### config.mk
export PLATFORM = sky130hd
export DESIGN_NAME = y_signature_compactor
export DESIGN_NICKNAME = d
export VERILOG_FILES = /design/src/rtl/y_signature_compactor.sv
export SDC_FILE = /design/constraint.sdc
export NUM_CORES = 1
export LEC_CHECK = 0
export BUFFER_PORTS_ARGS = -buffer_cell sky130_fd_sc_hd__buf_2
export CAP_MARGIN = 40
export CORE_MARGIN = 8
export CORE_UTILIZATION = 45
export DETAILED_ROUTE_END_ITERATION = 7
export PLACE_DENSITY = 0.87
export SKIP_LAST_GASP = 1
export SYNTH_ARGS = -nofsm -noshare
export SYNTH_HDL_FRONTEND = slang
export SYNTH_SLANG_ARGS = --single-unit
export TNS_END_PERCENT = 30
### constraint.sdc
create_clock -name clk -period 2.14 [get_ports clk]
set_clock_uncertainty 0.2 [all_clocks]
set_input_delay 0.214 -clock clk [delete_from_list [all_inputs] [get_ports clk]]
set_output_delay 0.214 -clock clk [all_outputs]
set_load 0.01 [all_outputs]
### src/rtl/y_signature_compactor.sv
// y_signature_compactor: folds each accepted 192-bit y sample into a 32-bit MISR and emits one signature per window.
// Optional SIG_CYCLE_STAMP_EN adds sig_cycle, the cycle count latched at window completion.
module y_signature_compactor #(
    parameter int               DATA_W = 192,
    parameter int               SIG_W  = 32,
    parameter int               WINDOW = 256,
    parameter logic [SIG_W-1:0] POLY   = 32'h04C11DB7,
    parameter logic [SIG_W-1:0] SEED   = 32'hFFFFFFFF
) (
    input  logic              clk,
    input  logic              rst_n,
    input  logic              in_valid,
    input  logic [DATA_W-1:0] in_data,
    output logic              sig_valid,
    input  logic              sig_ready,
    output logic [SIG_W-1:0]  sig_data,
    output logic [15:0]       sig_index,
    output logic              busy,
    output logic              overflow
`ifdef SIG_CYCLE_STAMP_EN
    ,output logic [31:0]      sig_cycle
`endif
);
    localparam logic ST_EMPTY = 1'b0;
    localparam logic ST_FULL  = 1'b1;

    logic [SIG_W-1:0] r_misr, r_sig_data, w_fold, w_misr_next;
    logic [15:0]      r_count, r_win, r_sig_index;
    logic             r_state, r_overflow, w_done, w_xfer, w_load;

    always_comb begin
        w_fold = '0;
        for (int k = 0; k < DATA_W / SIG_W; k++) w_fold = w_fold ^ in_data[k*SIG_W +: SIG_W];
    end

    assign w_misr_next = {r_misr[SIG_W-2:0], 1'b0} ^ (r_misr[SIG_W-1] ? POLY : '0) ^ w_fold;
    assign w_done      = in_valid && (r_count == 16'(WINDOW - 1));
    assign w_xfer      = (r_state == ST_FULL) && sig_ready;
    // the output register accepts a new signature when empty or emptying on this edge
    assign w_load      = w_done && ((r_state == ST_EMPTY) || sig_ready);

    always_ff @(posedge clk or negedge rst_n) begin
        if (!rst_n) begin
            r_misr      <= SEED;
            r_count     <= '0;
            r_win       <= '0;
            r_state     <= ST_EMPTY;
            r_sig_data  <= '0;
            r_sig_index <= '0;
            r_overflow  <= 1'b0;
        end else begin
            if (in_valid) begin
                r_misr  <= w_done ? SEED : w_misr_next;
                r_count <= w_done ? '0 : r_count + 16'd1;
            end
            if (w_done) r_win <= r_win + 16'd1;
            if (w_load) begin
                r_sig_data  <= w_misr_next;
                r_sig_index <= r_win;
                r_state     <= ST_FULL;
            end else if (w_xfer) begin
                r_state <= ST_EMPTY;
            end
            if (w_done && !w_load) r_overflow <= 1'b1;
        end
    end

`ifdef SIG_CYCLE_STAMP_EN
    logic [31:0] r_cycle, r_sig_cycle;
    always_ff @(posedge clk or negedge rst_n) begin
        if (!rst_n) begin
            r_cycle     <= '0;
            r_sig_cycle <= '0;
        end else begin
            r_cycle <= r_cycle + 32'd1;
            if (w_load) r_sig_cycle <= r_cycle;
        end
    end
    assign sig_cycle = r_sig_cycle;
`endif

    assign sig_valid = (r_state == ST_FULL);
    assign sig_data  = r_sig_data;
    assign sig_index = r_sig_index;
    assign busy      = (r_count != 16'd0);
    assign overflow  = r_overflow;
endmodule

==> results.md, run 1 <==
- I/O pins: 247
- Post-Route Utilization: 0.618
- # diodes: 0
- Synth warn: 0
- Min cycle time layout: 2.20 ns
- DR vias: 4,859
- Worst slew pin tran: 0.527 ns
- Initial Util: 0.453
- Setup-failing EPs final: 2
- Htree depth: 4
- Worst skew pair latency: 0.41 ns
- Wire per inst: 15.8 um
- Vias in the first global route: 5,438
- Share of flip-flops with an asynchronous set or reset: 1.00
- Synth Cell Area: 6480 um^2
- Initial antenna violation count: 0
- Final hold violation count: 0
- DRC Markers: 0
- Register area share after synthesis: 0.446
- Iter 0 DRT Violations: 161
- Hold Crit Class: input port to flop
- Cell mode on critical path: buf_6
- Dominant cell type by area after synthesis: dfrtp_1
- # port buffers: 246
- Min setup slack post-route: -0.0596 ns
- Worst endpoint required time: 1.73 ns
- Main synth FF type: dfrtp_1
- Critical Path AT: 1.79 ns
- Final Net Count: 1,023
- Post-synth EDFFs: 0
- Max Cap Viol: 0
- Yosys reg bits: 114
- Clk buf depth: 2
- Peak supply drop: 0.000633 V
- Std-Cell Rows: 44
- Area share of the largest cell type after synthesis: 0.317
- CTS tree: built
- Grt ovf: 0
- Area growth syn-to-layout: 36.5%
- TritonCTS Buffers: 17
- CP startpoint kind: flop
- Critical path's top delay family: simple AND/OR/NAND/NOR gates
- Syn_nets: 740
- Worst path slowest cell: or4_4
- First-pass GRT wire length: 25,700 um
- Synth unique cells: 36
- Power density over the cells: 1020 nW/um^2
- Critical path endpoint category: output pin
- Top cells by area, synth: dfrtp_1, xnor2_1, dfstp_2
- Highest clock rate: 0.455 GHz
- Non-Filler Instances: 1,021
- Commonest non-fill, non-tap cells in the layout: buf_2, xnor2_1, dfrtp_1, xor2_1, mux2_4
- Failing checks: negative setup slack
- Total Routing Usage GR: 0.176
- RSZ-0062 raised after global routing: yes
- Largest net degree at the start of global routing: 41
- Leakage: 4.32 nW
- Clk slew on worst S/H paths: 0.05 ns
- WL met3: 938 um
- WS Path Type: flop to output pin
- Pre-Repair DR Iteration Count: 4
- Design Power: 9.00 mW
- Slew Limit Fails: 0
- CP max stage delay: 0.56 ns
- Die width: 136 um
- DR top layer: met4
- Vias/cell: 4.76
- CP Cell Sequence: or4_4 > nor2b_4 > buf_6 > nand3_4 > buf_6
- Status: finished with violations
- Gp weighted congestion: 0.809
- Post-Place Cells: 984
- Wire length on met1: 6220 um
- Core Region: 14,300 um^2
- Mean post-synth cell area: 12.0 um^2
- Post-DP HPWL: 13,100 um
- CTS Root Cell: clkbuf_16
- Die ar.: 18,500 um^2
- Final Cycle Share: 1.03
- Antenna violation net count after detailed routing: 0
- Syn Inst Count: 541
- CP bufs+invs: 2
- CP Max Fanout: 2
- CTS Sinks: 114
- Slew margin rel.: 0.649
- Post-Route WL: 16,100 um
- Met2 WL post-DR: 8820 um
- Die Y: 136 um
- Share of cells above drive strength 1: 0.471
- Commonest non-fill, non-tap cell in the layout: buf_2
==> routing by layer <==
layer	up-vias	global-route usage
li1	2363	-
met3	16	0.0573
met4	0	0.0445
met5	-	0
met1	2327	0.186
met2	153	0.327
==> worst register-to-register path: stages (launching register included) <==
cell and delay, ns:
dfrtp_1 0.37, or4_4 0.56, nor2b_4 0.14, buf_4 0.13, nand3_4 0.07, buf_12 0.21
mux2_4 0.34
==> through the flow <==
step                instance area (um^2)  hold WS, ns  TNS (ns)  setup WS [ns]
global route                        8850       0.0836     -1.35         -0.118
global placement                    8120       0.0228         0         0.0147
CTS                                 8830       0.0165   -0.0703        -0.0703
finish                              8850       0.0361   -0.0605        -0.0596
detailed placement                  8120       0.0273    -0.445        -0.0348
floorplan                           6480       -0.282    -0.106       -0.00352
==> path summary, 6_finish.rpt <==
path,startpoint,endpoint,slack (ns),cells after the start
worst max-delay path,r_count[11]$_DFFE_PN0P_,busy,-0.06,5
worst min-delay path,sig_ready,sig_valid$_DFFE_PN0P_,0.04,3
max in group asynchronous,rst_n,r_misr[23]$_DFFE_PN1P_,0.94,3
min in group asynchronous,rst_n,sig_index[5]$_DFFE_PN0P_,0.13,2
worst max register to register,r_count[11]$_DFFE_PN0P_,sig_index[13]$_DFFE_PN0P_,0,6
worst min register to register,r_win[15]$_DFFE_PN0P_,r_win[15]$_DFFE_PN0P_,0.27,1
==> registers in the layout (all words and copies together) (netlist names) <==
| name | count |
|---|---|
| r_win | 16 |
| sig_index | 16 |
| sig_valid | 1 |
| r_misr | 32 |
| sig_data | 32 |
| r_count | 16 |
| overflow | 1 |
==> area by class of cell <==
| cell class | instances | area (um^2) |
|---|---|---|
| clock buffers | 22 | 474 |
| inverters | 5 | 18.8 |
| well taps | 184 | 230 |
| repair buffers | 280 | 1570 |
| flip-flops and latches | 114 | 2890 |
| fillers | 1169 | 5470 |
| clock inverters | 10 | 155 |
| multi-input cells | 406 | 3510 |
==> cell usage after synthesis (2+ instances only) <==
cell type / n
xnor2_1: 181
dfrtp_1: 82
xor2_1: 52
mux2_4: 36
dfstp_2: 32
nand2_1: 25
o22a_1: 25
nor2_1: 21
nand4_1: 11
nand3_1: 8
a31oi_1: 7
clkbuf_1: 7
o21ai_0: 7
mux2_2: 6
inv_1: 5
and3_1: 4
buf_6: 4
buf_4: 3
ha_1: 3
and2_1: 2
buf_2: 2
nand2_2: 2
nor3_1: 2
nor4_2: 2
==> power breakdown <==
part | switching [mW] | internal (mW) | leakage, nW
clock network | 0.950 | 2.03 | 0.306
registers | 0.319 | 2.74 | 1.47
logic | 1.36 | 1.59 | 2.54
total | 2.63 | 6.36 | 4.32
==> timing repair <==
| action | CTS | global route |
|---|---|---|
| pin swaps | 1 | 1 |
| endpoints found under the setup margin | 65 | 76 |
| hold buffers | 2 | 0 |
| setup buffers | 3 | 0 |
| hold endpoints to repair | 40 | 0 |
| resized for setup | 7 | 4 |
==> kinds of logic (layout without fill, tap and decap cells) <==
kind of cell / Yosys count / count (layout) / share of synthesized area
buffers and inverters: 21 / 317 / 0.0189
DFF: 114 / 114 / 0.446
and+or+nand+nor: 86 / 86 / 0.0708
adders and majority gates: 3 / 3 / 0.00579
muxes: 43 / 43 / 0.0953
AOI/OAI and AO/OA: 41 / 41 / 0.0481
xor gates and xnor gates: 233 / 233 / 0.315
Power figures use the tool's default switching activity.
==> run 2: changes to the inputs <==
--- a/config.mk
+++ b/config.mk
@@ -8,4 +8,5 @@
 export BUFFER_PORTS_ARGS = -buffer_cell sky130_fd_sc_hd__buf_2
 export CAP_MARGIN = 40
+export CORE_ASPECT_RATIO = 0.75
 export CORE_MARGIN = 8
 export CORE_UTILIZATION = 45
==> constraint.sdc (replaced) <==
create_clock -name clk -period 2.14 [get_ports clk]
set_clock_uncertainty 0.2 [all_clocks]
set_input_delay 0.535 -clock clk [delete_from_list [all_inputs] [get_ports clk]]
set_output_delay 0.535 -clock clk [all_outputs]
set_load 0.01 [all_outputs]
==> run 2 against run 1 <==
  * Final cell count fell by 0.69%
  * Register-to-register slack got worse by 0.18 ns
  * Worst setup slack lost 0.30 ns
  * Non-clock buffer count decreased by 3
  * Sequential share of layout area is 0.069 points lower
  * Worst hold slack improved by 0.20 ns
  * Combinational power is essentially flat
  * First-iteration DRC count rose by 19%
  * Critical endpoint unchanged
  * Final area increased by 0.21%
  * Global-route usage grew 0.28 points
  * Flip-flop and latch count did not move
  * Sequential power hardly changed
  * Critical path type unchanged
  * The flow still finishes with violations (negative setup slack)
==> results.md, run 2 (synthesis results as in run 1) <==
- Worst path slowest cell: or4_4
- Pre-CTS WS: -0.00743 ns (+0.0273 ns)
- Dpl cell area: 8120 um^2 (about the same)
- Status: finished with violations
- Final Cycle Share: 1.17 (+0.140)
- Commonest non-fill, non-tap cells in the layout: buf_2, xnor2_1, dfrtp_1, xor2_1, mux2_4
- Worst skew pair latency: 0.40 ns (about the same)
- Final hold violation count: 0 (unchanged)
- Core Region: 14,300 um^2 (-0.35%)
- Power density over the cells: 1010 nW/um^2 (-0.54%)
- CP Max Fanout: 2 (unchanged)
- I/O pins: 247 (unchanged)
- Post-Route WL: 16,500 um (+2.5%)
- # port buffers: 246 (unchanged)
- Vias in the first global route: 5,373 (-1.2%)
- CP startpoint kind: flop
- Slew margin rel.: 0.739 (+0.0899)
- Max Cap Viol: 0 (unchanged)
- # diodes: 0 (unchanged)
- Failing checks: negative setup slack
- Reg area: 2890 um^2 (unchanged)
- Pre-Repair DR Iteration Count: 4 (unchanged)
- Die Y: 120 um (-12%)
- Vias/cell: 4.83 (+1.5%)
- Initial Util: 0.454 (+0.00159)
- Iter 0 DRT Violations: 192 (+19%)
- Worst slew pin tran: 0.389 ns (-0.138 ns)
- Critical Path Source: r_count[8]$_DFFE_PN0P_
- Peak supply drop: 0.000628 V (-0.73%)
- Std-Cell Rows: 38 (-14%)
- Critical path endpoint category: output pin
- CTS tree: built
- Clock network power share: 0.330 (about the same)
- Design Power: 8.97 mW (-0.33%)
- Non-Filler Instances: 1,014 (-0.69%)
- Min setup slack post-route: -0.360 ns (-0.300 ns)
- Worst endpoint required time: 1.40 ns (-0.33 ns)
- First-pass GRT wire length: 26,600 um (+3.6%)
- Antenna violation net count after detailed routing: 0 (unchanged)
- CTS Root Cell: clkbuf_16
- CP max stage delay: 0.53 ns (-0.03 ns)
- Initial antenna violation count: 0 (unchanged)
- Wire per inst: 16.3 um (+3.2%)
- Hold Crit Class: input port to flop
- Highest clock rate: 0.400 GHz (-12%)
- Share of cells above drive strength 1: 0.466 (-0.00430)
- Htree depth: 4 (unchanged)
- Clk slew on worst S/H paths: 0.05 ns (about the same)
- Post-DP HPWL: 13,000 um (-1.3%)
- DR vias: 4,900 (+0.84%)
- Switch Pwr: 2.64 mW (+0.34%)
- Comb pwr share: 0.332 (+0.003)
- Net Sw Frac: 0.295 (+0.00198)
- WS Path Type: flop to output pin
- Slew Limit Fails: 0 (unchanged)
- RSZ-0062 raised after global routing: yes
- Critical path's top delay family: simple AND/OR/NAND/NOR gates
- Design Area, Final: 8870 um^2 (+0.21%)
- Number of fill cells: 1,168 (-0.086%)
- CP Cell Sequence: or4_4 > nor2b_1 > buf_4 > nand3_4 > buf_6
- Worst r2r src: r_count[8]$_DFFE_PN0P_
- CTS Sinks: 114 (unchanged)
- Gp weighted congestion: 0.865 (+6.9%)
- Min cycle time layout: 2.50 ns (+0.300 ns)
- Multi-input logic area: 3510 um^2 (unchanged)
- Grt ovf: 0 (unchanged)
- Critical Path AT: 1.76 ns (-0.03 ns)
- CP bufs+invs: 2 (unchanged)
- Post-Route Setup TNS: -7.76 ns (-7.70 ns)
- Setup-failing EPs final: 76 (+74)
- Final Net Count: 1,020 (-0.29%)
- Die width: 155 um (+14%)
- Total Routing Usage GR: 0.178 (+0.00277)
- Worst Hold Launch: in_valid
- Clk buf depth: 2 (unchanged)
- Area growth syn-to-layout: 36.8%
- Die ar.: 18,500 um^2 (+0.22%)
- R2r setup slk: -0.18 ns (-0.18 ns)
- Internal Power: 6.33 mW (-0.61%)
- Seq pwr share: 0.339 (about the same)
- TritonCTS Buffers: 17 (unchanged)
- Commonest non-fill, non-tap cell in the layout: buf_2
- Leakage: 4.32 nW (+0.22%)
- DRC Markers: 0 (unchanged)
- Post-Place Cells: 977 (-0.71%)
- Largest net degree at the start of global routing: 49 (+20%)
==> run 2: cell count changes in the layout (fill, tap and decap cells not counted), moves of 2 or more <==
cell	change
buf_12	+2
clkbuf_16	+2
buf_4	-5
clkbuf_1	+2
clkinv_2	-2
==> run 2: cell type report <==
cell class	instances	area share
flip-flops and latches	114	0.326
multi-input cells	406	0.395
well taps	180	0.0254
inverters	5	0.00212
repair buffers	277	0.181
clock buffers	23	0.0528
clock inverters	9	0.0174
==> run 2: repair_timing <==
action,4_1_cts,5_1_grt
hold buffers,1,0
gates cloned,0,2
buffers inserted,1,2
setup endpoints to repair,1,93
pin swaps,0,1
hold endpoints to repair,19,0
resized for setup,2,6
==> run 2: path summary, 6_finish.rpt <==
check / endpoint / depth (start not counted)
max: busy / 5
min: r_misr[3]$_DFFE_PN1P_ / 2
max reg2reg: sig_data[20]$_DFFE_PN0P_ / 7
min reg2reg: overflow$_DFFE_PN0P_ / 1
max in group asynchronous: r_misr[21]$_DFFE_PN1P_ / 3
min in group asynchronous: sig_index[0]$_DFFE_PN0P_ / 2
==> run 2: metal layers <==
layer	part of all wire	vias up	routed length, um	global-route usage
met4	0.0080	0	133	0.0574
li1	-	2363	-	-
met1	0.42	2370	6880	0.205
met5	0	-	0	0
met2	0.50	157	8340	0.313
met3	0.072	10	1190	0.0550
==> run 2: through the flow <==
step | hold WS, ns | util
2_1_floorplan | 0.0394 | -
3_3_place_gp | 0.245 | 0.569
3_5_place_dp | 0.247 | 0.569
4_1_cts | 0.199 | 0.615
5_1_grt | 0.233 | 0.622
6_report | 0.235 | 0.622
==> run 2: power groups by stage <==
stage / clock, mW / sequential [mW] / combinational [mW]
2_1_floorplan: 0 / 2.97 / 2.24
3_3_place_gp: 0 / 3.04 / 2.87
3_5_place_dp: 0 / 3.06 / 2.95
4_1_cts: 3.02 / 3.03 / 2.98
5_1_grt: 3.14 / 3.08 / 3.26
6_report: 2.96 / 3.04 / 2.97
==> run 3: changes to the inputs <==
Settings changed: CORE_ASPECT_RATIO 0.75 to 0.5, SKIP_LAST_GASP 1 to unset, SLEW_MARGIN set to 20.
==> run 3 against run 2 <==
  * The flow still finishes with violations (negative setup slack)
  * Routed wire length is 15% higher
  * Clock power is 3% higher
  * Non-clock buffer count is 15 higher
  * Maximum frequency is 2.1% lower
  * Critical path type unchanged
  * Worst hold slack better by 0.0097 ns
  * Global-route usage is 1.4 points higher
==> results.md, run 3 (synthesis results as in run 1) <==
- Failing checks: negative setup slack
- CTS tree: built
- Pre-CTS WS: -0.0619 ns (-0.0544 ns)
- Total Routing Usage GR: 0.193 (+0.0142)
- Clk buf depth: 2 (unchanged)
- Die Y: 101 um (-16%)
- CTS Root Cell: clkbuf_16
- CP bufs+invs: 2 (unchanged)
- Pre-Repair DR Iteration Count: 5 (+1)
- # diodes: 0 (unchanged)
- First-pass GRT wire length: 28,200 um (+6.2%)
- Worst skew pair latency: 0.41 ns (about the same)
- Final Net Count: 1,035 (+1.5%)
- Commonest non-fill, non-tap cell in the layout: buf_2
- CP max stage delay: 0.54 ns (about the same)
- Critical path endpoint category: output pin
- Std-Cell Rows: 31 (-18%)
- Worst endpoint required time: 1.40 ns (about the same)
- Critical path's top delay family: simple AND/OR/NAND/NOR gates
- Wire per inst: 18.2 um (+11%)
- Antenna violation net count after detailed routing: 0 (unchanged)
- Min cycle time layout: 2.55 ns (+0.0523 ns)
- Htree depth: 4 (unchanged)
- Design Power: 9.08 mW (+1.3%)
- Die width: 186 um (+20%)
- Post-DP HPWL: 13,600 um (+4.5%)
- Worst path slowest cell: or4_4
- Post-Place Cells: 995 (+1.8%)
- Min setup slack post-route: -0.412 ns (-0.0523 ns)
- Area growth syn-to-layout: 40.8%
- Initial antenna violation count: 0 (unchanged)
- Hold Crit Class: input port to flop
- Share of cells above drive strength 1: 0.484 (+0.0177)
- # port buffers: 246 (unchanged)
- Vias/cell: 4.90 (+1.5%)
- Largest net degree at the start of global routing: 52 (+6.1%)
- Final Cycle Share: 1.19 (+0.0244)
- Iter 0 DRT Violations: 224 (+17%)
- Number of fill cells: 1,086 (-7.0%)
- Clk slew on worst S/H paths: 0.06 ns (about the same)
- Slew margin rel.: 0.656 (-0.0828)
- Multi-input logic area: 3500 um^2 (-0.29%)
- CP Cell Sequence: or4_4 > nor2b_1 > buf_4 > nand3_2 > buf_6
- Max Cap Viol: 0 (unchanged)
- TritonCTS Buffers: 17 (unchanged)
- Critical Path AT: 1.82 ns (+0.06 ns)
- DR vias: 5,134 (+4.8%)
- Power density over the cells: 995 nW/um^2 (-1.6%)
- CP startpoint kind: flop
- Reg area: 2890 um^2 (unchanged)
- Core Region: 14,300 um^2 (about the same)
- Slew Limit Fails: 0 (unchanged)
- Setup-failing EPs final: 88 (+16%)
- Grt ovf: 0 (unchanged)
- CTS Sinks: 114 (unchanged)
- Highest clock rate: 0.392 GHz (-2.1%)
- Die ar.: 18,700 um^2 (+1.0%)
- Worst slew pin tran: 0.516 ns (+0.128 ns)
- WS Path Type: flop to output pin
- I/O pins: 247 (unchanged)
- Post-Route WL: 19,000 um (+15%)
- Status: finished with violations
- RSZ-0062 raised after global routing: yes
- Initial Util: 0.454 (about the same)
- Non-Filler Instances: 1,047 (+3.3%)
- Gp weighted congestion: 0.868 (+0.32%)
- Leakage: 4.47 nW (+3.5%)
- Peak supply drop: 0.000659 V (+4.8%)
- Commonest non-fill, non-tap cells in the layout: buf_2, xnor2_1, dfrtp_1, xor2_1, mux2_4
- CP Max Fanout: 2 (unchanged)
- Vias in the first global route: 5,716 (+6.4%)
- Final hold violation count: 0 (unchanged)
- DRC Markers: 0 (unchanged)
## run 3: cell types whose count changed in the layout (fill, tap and decap cells not counted), sizes merged
| cell | change |
|---|---|
| clkinv | +2 |
| inv | +3 |
| clkbuf | -2 |
| buf | +12 |
## run 3: per-layer routing
layer,vias to the layer above,GRT usage,part of all wire
met2,152,0.362,0.54
li1,2398,-,-
met3,56,0.0450,0.045
met4,0,0.0794,0.035
met5,-,0,0
met1,2528,0.206,0.38
## run 3: final timing paths
check,startpoint,end,slack [ns],cells past startpoint
max,r_count[8]$_DFFE_PN0P_,busy,-0.41,5
max reg2reg,r_count[8]$_DFFE_PN0P_,sig_data[27]$_DFFE_PN0P_,-0.39,9
min in group asynchronous,rst_n,sig_data[14]$_DFFE_PN0P_,0.43,2
min reg2reg,sig_data[9]$_DFFE_PN0P_,sig_data[9]$_DFFE_PN0P_,0.27,2
min,in_valid,r_count[2]$_DFFE_PN0P_,0.24,3
max in group asynchronous,rst_n,r_misr[31]$_DFFE_PN1P_,0.71,3
## run 3: final cells by class
cell class	count	share of cell area
clock buffer	18	0.0481
clock inverter	14	0.0221
inverter	5	0.00206
multi-input combinational	406	0.383
sequential	114	0.317
tap	198	0.0271
timing repair buffer	292	0.201
## run 3: metrics by stage
step	setup TNS [ns]	area, um^2	utilization	hold WS, ns
after global placement	-0.0224	8130	0.570	0.260
after detailed placement	-1.80	8130	0.570	0.266
after floorplan	-0.106	6480	-	0.0394
after global routing	-25.70	9130	0.640	0.248
after CTS	-10.84	8910	0.624	0.230
final	-19.74	9130	0.640	0.245
## run 3: worst register-to-register path, cell delays in order, from the launching register on
cell and delay (ns):
dfrtp_1 0.38, or4_4 0.54, nor2b_1 0.14, buf_4 0.14, buf_4 0.10, buf_6 0.10
nand3_4 0.15, buf_6 0.20, buf_16 0.15, mux2_4 0.30
## run 3: timing repair
item | CTS | global route
endpoints found under the setup margin | 42 | 87
endpoints found under the hold margin | 14 | 0
setup buffers | 3 | 10
pin swaps | 2 | 16
hold buffers | 1 | 0
resized for setup | 8 | 26
cloned | 3 | 6
## run 3: where the power goes
| part | internal (mW) | switching (mW) | total, mW |
|---|---|---|---|
| Clock | 1.99 | 1.06 | 3.05 |
| Combinational | 1.58 | 1.39 | 2.97 |
| Sequential | 2.73 | 0.323 | 3.06 |
| Total | 6.31 | 2.77 | 9.08 |
